**src/rtl/sdp_ram_pkg.sv**
```systemverilog
// Shared types and helpers for the sdp_ram_clear RAM: FSM state, lane count and address sizing.
package sdp_ram_pkg;

   typedef enum logic {
      ST_CLEAR,
      ST_RUN
   } state_t;

   function automatic int lanes(input int width, input int lane_w);
      return width / lane_w;
   endfunction

   function automatic int addr_bits(input int entries);
      return (entries <= 2) ? 1 : $clog2(entries);
   endfunction

   // Guards the non-power-of-two case where an address can point past the last entry
   function automatic logic addr_ok(input int addr, input int entries);
      return addr < entries;
   endfunction

endpackage

```
**src/rtl/sdp_ram_lane.sv**
```systemverilog
// One LANE_W-wide slice of the RAM: a single write port and a registered read port.
// Out-of-range writes are dropped and out-of-range reads return zero.
module sdp_ram_lane
   import sdp_ram_pkg::*;
#(
   parameter int LANE_W  = 8,
   parameter int ENTRIES = 16,
   parameter int AW      = 4
) (
   input  logic              clk,
   input  logic              rst_n,
   input  logic              we,
   input  logic [AW-1:0]     waddr,
   input  logic [LANE_W-1:0] wdata,
   input  logic              re,
   input  logic [AW-1:0]     raddr,
   output logic [LANE_W-1:0] rdata
);

   logic [LANE_W-1:0] mem [ENTRIES];

   always_ff @(posedge clk) begin
      if (we && addr_ok(int'(waddr), ENTRIES)) begin
         mem[waddr] <= wdata;
      end
   end

   // Reads see the pre-edge contents; the top patches in same-cycle write data
   always_ff @(posedge clk) begin
      if (!rst_n) begin
         rdata <= '0;
      end else if (re) begin
         if (addr_ok(int'(raddr), ENTRIES)) begin
            rdata <= mem[raddr];
         end else begin
            rdata <= '0;
         end
      end
   end

endmodule

```
**src/rtl/sdp_ram_clear.sv**
```systemverilog
// Simple dual-port RAM with byte-lane writes, write-first forwarding and a post-reset clear sequencer.
// Define SDP_RAM_OUTREG_EN to add a second output register stage (read latency 2).
module sdp_ram_clear
   import sdp_ram_pkg::*;
#(
   parameter int                WIDTH       = 32,
   parameter int                ENTRIES     = 16,
   parameter int                LANE_W      = 8,
   parameter logic [WIDTH-1:0]  CLEAR_VALUE = '0,
   localparam int               LANES       = lanes(WIDTH, LANE_W),
   localparam int               AW          = addr_bits(ENTRIES)
) (
   input  logic              clk,
   input  logic              rst_n,
   input  logic [AW-1:0]     waddr,
   input  logic [WIDTH-1:0]  write_data,
   input  logic [LANES-1:0]  write_be,
   input  logic              write_enable,
   input  logic [AW-1:0]     raddr,
   input  logic              read_enable,
   output logic [WIDTH-1:0]  read_data,
   output logic              read_valid,
   output logic              init_busy
);

   localparam logic [AW-1:0] LAST_ADDR = AW'(ENTRIES - 1);

   state_t           state;
   logic [AW-1:0]    clr_cnt;
   logic [LANES-1:0] lane_we;
   logic [AW-1:0]    lane_waddr;
   logic [WIDTH-1:0] lane_wdata;
   logic             issue;
   logic             same_addr;
   logic [LANES-1:0] lane_hit;
   logic [LANES-1:0] fwd_q;
   logic [WIDTH-1:0] fwd_data_q;
   logic [WIDTH-1:0] lane_q;
   logic [WIDTH-1:0] stage1_data;
   logic             stage1_valid;

   always_ff @(posedge clk) begin
      if (!rst_n) begin
         state     <= ST_CLEAR;
         clr_cnt   <= '0;
         init_busy <= 1'b1;
      end else if (state == ST_CLEAR) begin
         if (clr_cnt == LAST_ADDR) begin
            state     <= ST_RUN;
            init_busy <= 1'b0;
         end else begin
            clr_cnt <= clr_cnt + 1'b1;
         end
      end
   end

   // The clear sequencer owns the write port until RUN; user traffic is ignored meanwhile
   always_comb begin
      lane_we    = '0;
      lane_waddr = waddr;
      lane_wdata = write_data;
      if (state == ST_CLEAR) begin
         lane_we    = '1;
         lane_waddr = clr_cnt;
         lane_wdata = CLEAR_VALUE;
      end else if (write_enable) begin
         lane_we = write_be;
      end
   end

   assign issue     = (state == ST_RUN) && read_enable;
   assign same_addr = write_enable && (waddr == raddr) && addr_ok(int'(raddr), ENTRIES);
   assign lane_hit  = same_addr ? write_be : '0;

   for (genvar i = 0; i < LANES; i++) begin : g_lane
      sdp_ram_lane #(
         .LANE_W  (LANE_W),
         .ENTRIES (ENTRIES),
         .AW      (AW)
      ) u_lane (
         .clk   (clk),
         .rst_n (rst_n),
         .we    (lane_we[i]),
         .waddr (lane_waddr),
         .wdata (lane_wdata[i*LANE_W +: LANE_W]),
         .re    (issue),
         .raddr (raddr),
         .rdata (lane_q[i*LANE_W +: LANE_W])
      );
   end

   // Forwarding decisions are captured at issue so the result holds while reads are idle
   always_ff @(posedge clk) begin
      if (!rst_n) begin
         stage1_valid <= 1'b0;
         fwd_q        <= '0;
         fwd_data_q   <= '0;
      end else begin
         stage1_valid <= issue;
         if (issue) begin
            fwd_q      <= lane_hit;
            fwd_data_q <= write_data;
         end
      end
   end

   always_comb begin
      stage1_data = lane_q;
      for (int i = 0; i < LANES; i++) begin
         if (fwd_q[i]) begin
            stage1_data[i*LANE_W +: LANE_W] = fwd_data_q[i*LANE_W +: LANE_W];
         end
      end
   end

`ifdef SDP_RAM_OUTREG_EN
   always_ff @(posedge clk) begin
      if (!rst_n) begin
         read_data  <= '0;
         read_valid <= 1'b0;
      end else begin
         read_valid <= stage1_valid;
         if (stage1_valid) begin
            read_data <= stage1_data;
         end
      end
   end
`else
   always_comb begin
      read_data  = stage1_data;
      read_valid = stage1_valid;
   end
`endif

endmodule

```
**config.mk**
```make
export PLATFORM = sky130hd
export DESIGN_NAME = sdp_ram_clear
export DESIGN_NICKNAME = d
export VERILOG_FILES = /design/src/rtl/sdp_ram_pkg.sv /design/src/rtl/sdp_ram_lane.sv /design/src/rtl/sdp_ram_clear.sv
export SDC_FILE = /design/constraint.sdc
export NUM_CORES = 1
export LEC_CHECK = 0
export ABC_AREA = 1
export BUFFER_PORTS_ARGS = -buffer_cell sky130_fd_sc_hd__clkbuf_2
export CAP_MARGIN = 40
export CORE_ASPECT_RATIO = 1.4
export CORE_MARGIN = 2
export CORE_UTILIZATION = 45
export DETAILED_ROUTE_END_ITERATION = 10
export SLEW_MARGIN = 20
export SYNTH_ARGS = -nofsm -noshare
export SYNTH_HDL_FRONTEND = slang
export SYNTH_SLANG_ARGS = --single-unit
```
**constraint.sdc**
```tcl
create_clock -name clk -period 2 [get_ports clk]
set_input_delay 0.1 -clock clk [delete_from_list [all_inputs] [get_ports clk]]
set_output_delay 0.1 -clock clk [all_outputs]
set_load 0.1 [all_outputs]
```
* Word-level counts from Yosys, hierarchy flattened
Memories as Yosys holds them, arrays and structs flattened. A register that Yosys moved wholly into a read port is not among the register bits. Index checks and enable logic that the tools add are counted.
Storage, ports and cells: flip-flop bits (word level) 43, bits in writable memories 512, bits of input ports 48, output and inout port bits 34, logic and storage cells 42, memories kept 4
Memory list:
- g_lane[0].u_lane.mem | words 16, width 8, rd ports 1, clocked after Yosys merged registers in 1, write ports 1, RTL line sdp_ram_lane.sv:20 | logic [LANE_W-1:0] mem [ENTRIES];
- g_lane[1].u_lane.mem | words 16, width 8, rd ports 1, clocked after Yosys merged registers in 1, write ports 1, RTL line sdp_ram_lane.sv:20
- g_lane[2].u_lane.mem | words 16, width 8, rd ports 1, clocked after Yosys merged registers in 1, write ports 1, RTL line sdp_ram_lane.sv:20
- g_lane[3].u_lane.mem | words 16, width 8, rd ports 1, clocked after Yosys merged registers in 1, write ports 1, RTL line sdp_ram_lane.sv:20
Cells by class: $add $sub $neg 1, equality and inequality tests 2, mux-type cells 19, bitwise operators 2, reductions and logical operators 8
Operator list (number):
- 32-bit two-way mux | 1
- 8-bit two-way mux | 4
- 4-bit two-way mux | 4
- 1-bit two-way mux | 10
- 4-bit by 1-bit adder with 4-bit output (second input constant) | 1
- 4-bit equality test | 1
- 4-bit equality test (second input constant) | 1
- 1-bit zero test | 4
- 2-bit AND reduction | 2
- 1-bit logical AND | 2
- 1-bit inverter | 2

* Depth between registers and ports, before layout
Gate-level depths: netlist of run 1.
depth in word-level cells 4, depth in mapped cells 12

* By module
From an unflattened synthesis of run 1, not the netlist that was laid out.
Second synthesis, totals: cells, all modules 2296, area total of the unflattened synthesis 24627.4 sq um
By module, submodules not included:
- sdp_ram_lane at g_lane[1].u_lane ... | times used 3, cells an instance 492, area an instance 5576.6 sq um
- sdp_ram_lane at g_lane[0].u_lane | times used 1, cells an instance 491, area an instance 5575.3 sq um
- sdp_ram_clear | times used 1, cells an instance 329, area an instance 2322.2 sq um

* Worst setup path after synthesis of run 1
OpenSTA, ideal clock, no wires.
path kind register to output, start point register fwd_q[3], end point output port read_data[29], arrival time 2.664 ns, data required time 1.900 ns, slack -0.764 ns, cell stages (with the launch flop) 3, path through dfxtp_1 -> clkbuf_1 -> o21ai_0
Between the ends: cells in the longest elaborated chain, start to end 1
Ends and longest elaborated chain:
- start, declared | RTL line sdp_ram_clear.sv:36 | logic [LANES-1:0] fwd_q;
- start signal, assigned | RTL line sdp_ram_clear.sv:101 | fwd_q <= lane_hit;
- 8-bit two-way mux | RTL line sdp_ram_clear.sv:110 | if (fwd_q[i]) begin
- end, declared | RTL line sdp_ram_clear.sv:21 | output logic [WIDTH-1:0] read_data,
Every way passes these cells.

* Worst setup path after layout of run 1
start point register state, end point memory g_lane[2].u_lane.mem[9][0] (enable)
Between the ends: cells in the longest elaborated chain, start to end 3, elaborated cells between the ends (all ways) 4, those cells by class mux (4)
Ends and longest elaborated chain:
- start, declared | RTL line sdp_ram_clear.sv:28 | state_t state;
- start signal, assigned | RTL line sdp_ram_clear.sv:44 | state <= ST_CLEAR;
- start signal, assigned | RTL line sdp_ram_clear.sv:49 | state <= ST_RUN;
- 4-bit two-way mux | RTL line sdp_ram_clear.sv:62 | if (state == ST_CLEAR) begin
- 1-bit two-way mux | RTL line sdp_ram_lane.sv:23 | if (we && addr_ok(int'(waddr), ENTRIES)) begin
- 1-bit two-way mux (implied by the code) | RTL line sdp_ram_lane.sv:24 | mem[waddr] <= wdata;
- end, declared | RTL line sdp_ram_lane.sv:20
Several ways; a longest one is shown, not always the timed one.

==> run summary, run 1 <==
Outcome: finished, final reports clean
Multi-input combinational cell area: 0.00624 sq mm
Final WS setup: 0.0429 ns
CP Capture Type: flop
R2R Path End: g_lane[2].u_lane.mem[9][0]
Port Buf Inserts: 81
Peak supply drop: 0.000733 V
H-tree levels: 2
Slew Viols, Final: 0
Cell Rows: 100
Rel. slew slack: 62.7%
Final net count: 2544
Worst Setup EP: g_lane[2].u_lane.mem[9][0]
Starting Density: 45.6%
TritonCTS Sinks: 587
Die Area: 0.0558 sq mm
Simple-gate share of the synthesized area: 23.6%
Max-cap viol count: 0
Placeable Area: 0.0532 sq mm
# setup viols final: 0
Initial drt markers: 1350
Mux contribution to synthesized area: 0%
Seq. cell area: 0.0169 sq mm
Largest net degree at the start of global routing: 95
Pwr dens: 903 mW/mm^2
CTS buffer count: 57
CP peak stage delay: 0.35 ns
R2R Setup Slk: 0.04 ns
CP max FO: 8
Pleak: 11.7 nW
Final Critical Period: 1.96 ns
Cell area after synthesis: 0.0242 sq mm
Worst min-delay path category: in2reg
Total power: 25.9 mW
Worst R2R Path Depth: 7
Gate Count Post-Synth: 2292
Largest family of logic cells by synthesized area: simple AND/OR/NAND/NOR gates
Placed cells: 3108
Slowest CP cell: dfxtp_2
Worst EP required: 2.32 ns
Fraction of layout cells with a size suffix above 1: 14.1%
Netlist cell types: 22
Final worst-path cycle share: 97.9%
Startpoint class of the critical path: flop
CTS tree: built
Share of the yosys chip area belonging to registers: 69.6%
XOR/XNOR Fraction of Synth Area: 0.0361%
GRT Total Usage: 23.8%
Vias in the first global route: 17300
Ys flop type: edfxtp_1
Root buffer cell: clkbuf_16
Total wire length: 66600 um
Placer Congestion: 0.903
Crit. Startpoint: state
Via density: 5.29
Number of routed nets with antenna violations: 0
CP Class: reg2reg
Vias: 17200
Adder-Cell Fraction of Synth Area: 0.0516%
Mapped Nets: 2341
Wire per inst: 20.5 um
Min Hold Slack: 0.0569 ns
Ys async rst share: 0%
Critical Path AT: 2.28 ns
First-pass GRT wire length: 100000 um
Fillcell total: 4587
Drt drc: 0
Final HPWL DP: 45000 um
Layout area overhead: 18.5%
Final core utilization: 54.0%
Antenna violations before repair: 0
Critical R2R Launch: state
Most frequent CP cell: buf_4
Slew @ Worst Pin: 0.562 ns
Io pins: 82
CTS clk-pin slew, worst paths: 0.06 ns
Complex-gate fraction of the synthesized area: 1.86%
Clock Tree Buf Depth: 3
Die width: 200 um
Worst-path cell chain: buf_4, o21ai_2, inv_2, nor2_2, nand2_1, nor2_1, buf_4
Chip Height: 279 um
Total congestion overflow: 0
Number of synthesized flops with an enable pin: 512
Fin. Hold Viols: 0
Synth Register Bits: 587
Syn Area/Cell: 10.6 sq um
F_max: 0.511 GHz
Diode count: 0
Worst slack, placed: -0.000797 ns
Ys Warns: 0
Worst Clk Skew: 0.0229 ns
Latest clock arrival within the worst-skew pair: 0.63 ns
Drt pass-1 iters: 6
Layout Cells excl Fill: 3256
RSZ-0062 raised after global routing: true
state kept, by name, indices dropped and copies added (netlist names):
register	flops
clr_cnt	4
state	1
fwd_data_q	32
fwd_q	4
g_lane.u_lane.rdata	32
read_valid	1
g_lane.u_lane.mem	512
init_busy	1
repair_timing:
item / CTS / global route
hold buffers: 42 / 0
setup buffers: 0 / 0
endpoints found under the hold margin: 60 / 0
resized for setup: 15 / 15
setup endpoints to repair: 55 / 103
metrics by stage:
step	instance area, sq um	TNS, ns
3_3_place_gp	26300	0
6_report	28700	0
5_1_grt	28700	-0.798
3_5_place_dp	26300	-0.00559
2_1_floorplan	24300	-13.49
4_1_cts	28700	0
kinds of logic (layout without fill, tap and decap cells):
group	Yosys count	count (layout)
buffers and inverters	251	501
XOR/XNOR	1	1
AO/OA/AOI/OAI	88	88
AND/OR/NAND/NOR	1364	1364
flip-flops	587	587
adder cells (fa/ha/maj)	1	1
synth_stat cells (2+ instances only):
cell type | count | area (sq um)
nor2_1 | 80 | 300
buf_4 | 20 | 150
buf_1 | 15 | 56.3
inv_1 | 108 | 405
nand4_1 | 4 | 25.0
nor2_2 | 7 | 43.8
nand2_1 | 823 | 3090
edfxtp_1 | 512 | 15400
o21ai_2 | 2 | 17.5
buf_6 | 11 | 124
o21ai_0 | 40 | 200
clkbuf_1 | 31 | 116
dfxtp_1 | 75 | 1500
inv_2 | 3 | 11.3
nand3_1 | 450 | 2250
buf_2 | 61 | 305
o22ai_1 | 2 | 12.5
a21oi_1 | 44 | 220
worst max-delay path: cells and delay by family (launching register included):
family                 cells  cell delay (ns)
flip-flops                 1             0.35
AND/OR/NAND/NOR            3             0.64
buffers and inverters      3             0.44
AO/OA/AOI/OAI              1             0.22
worst min-delay path by stage:
stage,from,endpoint,cells after the start
2_1_floorplan,write_data[0],fwd_data_q[0],2
3_3_place_gp,write_data[26],fwd_data_q[26],3
3_5_place_dp,write_data[8],fwd_data_q[8],3
4_1_cts,read_enable,fwd_data_q[2],5
5_1_grt,read_enable,fwd_data_q[13],5
6_report,read_enable,fwd_data_q[0],5
routing by layer:
metal | GRT usage (%) | share of wire (%)
met5 | 0 | 0
met4 | 12.7 | 5.3
met3 | 2.72 | 5.0
met2 | 44.9 | 54
met1 | 26.1 | 36
where the power goes:
part           total (mW)  internal (mW)  switching [mW]  leakage, nW
Clock                11.0           6.49            4.51        0.936
Combinational        1.48          0.488           0.993         5.13
Sequential           13.4           13.4          0.0568         5.63
Total                25.9           20.4            5.56         11.7
layout make-up:
class | count | share of cell area (%)
multi-input cells | 1454 | 21.7
clock buffers | 81 | 5.60
inverters | 113 | 1.50
well taps | 714 | 3.11
clock inverters | 25 | 1.12
flip-flops and latches | 587 | 58.8
repair buffers | 282 | 8.15
cells in the final DEF (no fill, tap or decap), types with 3 or more instances in the layout:
| cell type | instances |
|---|---|
| a21oi_1 | 43 |
| buf_12 | 23 |
| buf_2 | 5 |
| buf_4 | 137 |
| bufinv_16 | 7 |
| clkbuf_1 | 16 |
| clkbuf_16 | 58 |
| clkbuf_2 | 64 |
| clkbuf_4 | 10 |
| clkbuf_8 | 7 |
| clkinv_1 | 8 |
| clkinv_2 | 6 |
| dfxtp_1 | 70 |
| dfxtp_2 | 5 |
| dlygate4sd3_1 | 42 |
| edfxtp_1 | 512 |
| inv_1 | 107 |
| inv_2 | 3 |
| nand2_1 | 819 |
| nand2_2 | 4 |
| nand3_1 | 450 |
| nand4_1 | 4 |
| nor2_1 | 76 |
| nor2_2 | 10 |
| o21ai_0 | 32 |
| o21ai_2 | 9 |
No activity file was read; power rests on OpenSTA's default activity.
==> inputs of run 2 (changes only) <==
--- a/config.mk
+++ b/config.mk
@@ -15,4 +15,5 @@
 export SLEW_MARGIN = 20
 export SYNTH_ARGS = -nofsm -noshare
 export SYNTH_HDL_FRONTEND = slang
+export SYNTH_HIERARCHICAL = 1
 export SYNTH_SLANG_ARGS = --single-unit
==> run 2 against run 1 <==
Against the previous run: via count is 1.7% lower; clock skew decreased by 0.0097 ns; fmax up 1.3%; die area increased by 1.6%; core utilization fell by 1.5 points; total power down 2.0%; non-clock buffer count is 14 lower; final cell count grew 0.25%; setup slack better by 0.026 ns; critical path type is now reg2out; critical endpoint is now read_data[8]; largest cell class unchanged.
==> run summary, run 2 <==
Peak supply drop: 0.000782 V (+6.7%)
Largest net degree at the start of global routing: 65 (-32%)
Antenna violations before repair: 0 (unchanged)
Vias in the first global route: 17000 (-1.9%)
Mapped Nets: 2345 (+0.17%)
Design area: 0.0285 sq mm (-0.83%)
H-tree levels: 2 (unchanged)
First-pass GRT wire length: 96500 um (-3.6%)
Number of synthesized flops with an enable pin: 512 (unchanged)
Wire per inst: 19.3 um (-5.7%)
RSZ-0062 raised after global routing: true
Most common cell after layout, fill and taps aside: nand2_1
Total congestion overflow: 0 (unchanged)
Post-CTS Setup Repair Bufs: 0 (unchanged)
CP Class: reg2out
Port Buf Inserts: 81 (unchanged)
Gate Count Post-Synth: 2296 (+0.17%)
Switching portion of total power: 21.8% (+0.30 points)
Starting Density: 45.4% (-0.15 points)
F_max: 0.518 GHz (+1.3%)
Worst Clk Skew: 0.0132 ns (-0.00972 ns)
Largest area contributor in the netlist: edfxtp_1
Syn Area/Cell: 10.7 sq um (+1.4%)
Cell Rows: 101 (+1.0%)
Clk pwr share: 41.2% (-1.2 points)
Top flop regs: g_lane.u_lane/mem x512, fwd_data_q x32, g_lane.u_lane/rdata x32
Chip Height: 281 um (+0.79%)
Clock Tree Buf Depth: 3 (unchanged)
Share of the yosys chip area belonging to registers: 68.5% (-1.1 points)
Root buffer cell: clkbuf_16
Worst min-delay path category: in2reg
Most common cell in the netlist: nand2_1
Initial drt markers: 1450 (+7.4%)
Area contributors post-synth: edfxtp_1, nand2_1, nand3_1
Final HPWL DP: 41700 um (-7.2%)
Ys flop type: edfxtp_1
Ys async rst share: 0% (unchanged)
Worst slack, placed: -0.0914 ns (-0.0906 ns)
Diode count: 0 (unchanged)
Fin. Hold Viols: 0 (unchanged)
Die width: 202 um (+0.79%)
Max-cap viol count: 0 (unchanged)
# setup viols final: 0 (unchanged)
Critical Path AT: 1.83 ns (-0.45 ns)
Psw: 5.53 mW (-0.63%)
Final core utilization: 52.5% (-1.5 points)
Synth Register Bits: 587 (unchanged)
Rel. slew slack: 55.7% (-7.0 points)
CTS tree: built
CP max FO: 9 (+1)
Netlist cell types: 22 (unchanged)
Vias: 16900 (-1.7%)
Via density: 5.19 (-1.9%)
Io pins: 82 (unchanged)
Placeable Area: 0.0542 sq mm (+2.0%)
Worst EP required: 1.90 ns (-0.42 ns)
Largest Register: g_lane.u_lane/mem
GRT Total Usage: 22.3% (-1.5 points)
Ys Warns: 6 (+6)
Slew Viols, Final: 0 (unchanged)
Final Critical Period: 1.93 ns (-0.0257 ns)
Total wire length: 63000 um (-5.4%)
Number of routed nets with antenna violations: 0 (unchanged)
Final WS setup: 0.0686 ns (+0.0257 ns)
Seq pwr share: 52.9% (+1.0 points)
Layout area overhead: 15.6%
Fraction of layout cells with a size suffix above 1: 14.7% (+0.58 points)
TritonCTS Sinks: 587 (unchanged)
Startpoint class of the critical path: flop
Final net count: 2546 (+0.079%)
CTS buffer count: 54 (-5.3%)
Placed cells: 3122 (+0.45%)
Drt drc: 0 (unchanged)
CP Capture Type: primary output
Outcome: finished, final reports clean
Layout Cells excl Fill: 3264 (+0.25%)
DP Area: 0.0262 sq mm (-0.37%)
Placer Congestion: 0.846 (-6.2%)
Slew @ Worst Pin: 0.665 ns (+0.103 ns)
Logic pwr share: 6.0% (+0.3 points)
Latest clock arrival within the worst-skew pair: 0.59 ns (-0.04 ns)
Int Power: 19.9 mW (-2.4%)
Highest-count cells in the layout ignoring fill and taps: nand2_1, edfxtp_1, nand3_1
Pwr dens: 892 mW/mm^2 (-1.2%)
Commonest cells in the netlist: nand2_1, edfxtp_1, nand3_1, nor2_1, inv_1
Cell area after synthesis: 0.0246 sq mm (+1.6%)
Min Hold Slack: 0.0282 ns (-0.0287 ns)
Post-synth top area share: 62.4% (-1.0 points)
CTS clk-pin slew, worst paths: 0.06 ns (about the same)
Pleak: 11.7 nW (-0.23%)
Max FFs per register: 512 (unchanged)
Final worst-path cycle share: 96.6% (-1.3 points)
Die Area: 0.0566 sq mm (+1.6%)
Drt pass-1 iters: 7 (+1)
-- run 2: cell types whose count changed after synthesis, moves of 27 or more --
cell | previous run | this run
a21oi_1 | 44 | 8
buf_6 | 11 | 41
clkbuf_1 | 31 | 4
mux2_2 | 0 | 32
nor2_1 | 80 | 141
o21ai_0 | 40 | 8
-- run 2: through the flow --
stage	TNS (ns)	total power, mW
floorplan	0	14.7
CTS	0	25.6
global placement	-3.49	15.1
finish	0	25.4
detailed placement	-3.33	15.1
global route	-0.0626	26.2
-- run 2: power groups by stage --
stage	combinational (mW)	sequential, mW	clock, mW
global route	1.67	13.5	11.1
finish	1.51	13.4	10.5
floorplan	0.973	13.7	0
CTS	1.51	13.4	10.6
detailed placement	1.44	13.7	0
global placement	1.43	13.7	0
-- run 2: worst paths after layout --
path	startpoint	to	slack, ns	cells after the start
worst max-delay path	fwd_q[1]	read_data[8]	0.07	3
worst min register to register	fwd_data_q[19]	fwd_data_q[19]	0.47	2
worst min-delay path	read_enable	fwd_data_q[7]	0.03	4
worst max register to register	state	g_lane[0].u_lane/mem[6][6]	0.10	6
-- run 2: layout make-up --
class	instances	area, sq um
clock buffers	73	1490
inverters	109	409
repair buffers	268	2010
multi-input cells	1477	6480
flip-flops and latches	587	16900
clock inverters	29	309
fillers	4754	25700
well taps	721	902
-- run 2: routing by layer --
layer  part of all wire, %  GRT usage (%)
met1                    41           27.5
met2                    50           40.2
met3                   4.7           2.33
met4                   3.8           8.94
met5                     0              0
-- run 2: cell families (layout without fill, tap and decap cells) --
group | count (synthesis) | count (layout) | share of synthesized area, %
xor+xnor | 1 | 1 | 0.0356
simple gates | 1425 | 1425 | 24.2
mux | 32 | 32 | 1.46
flops | 587 | 587 | 68.5
fa+ha+maj | 1 | 1 | 0.0508
buf+inv | 232 | 479 | 5.39
compound gates | 18 | 18 | 0.381
-- run 2: repair_timing --
action	in CTS	in global routing
gates resized for setup	17	29
endpoints found under the hold margin	78	0
endpoints found under the setup margin	96	117
hold buffers	40	0
-- run 2: worst max-delay path: stages, from the launching register on --
cell and delay (ns):
dfxtp_1 0.31, buf_4 0.22, mux2_2 0.35, clkbuf_2 0.37
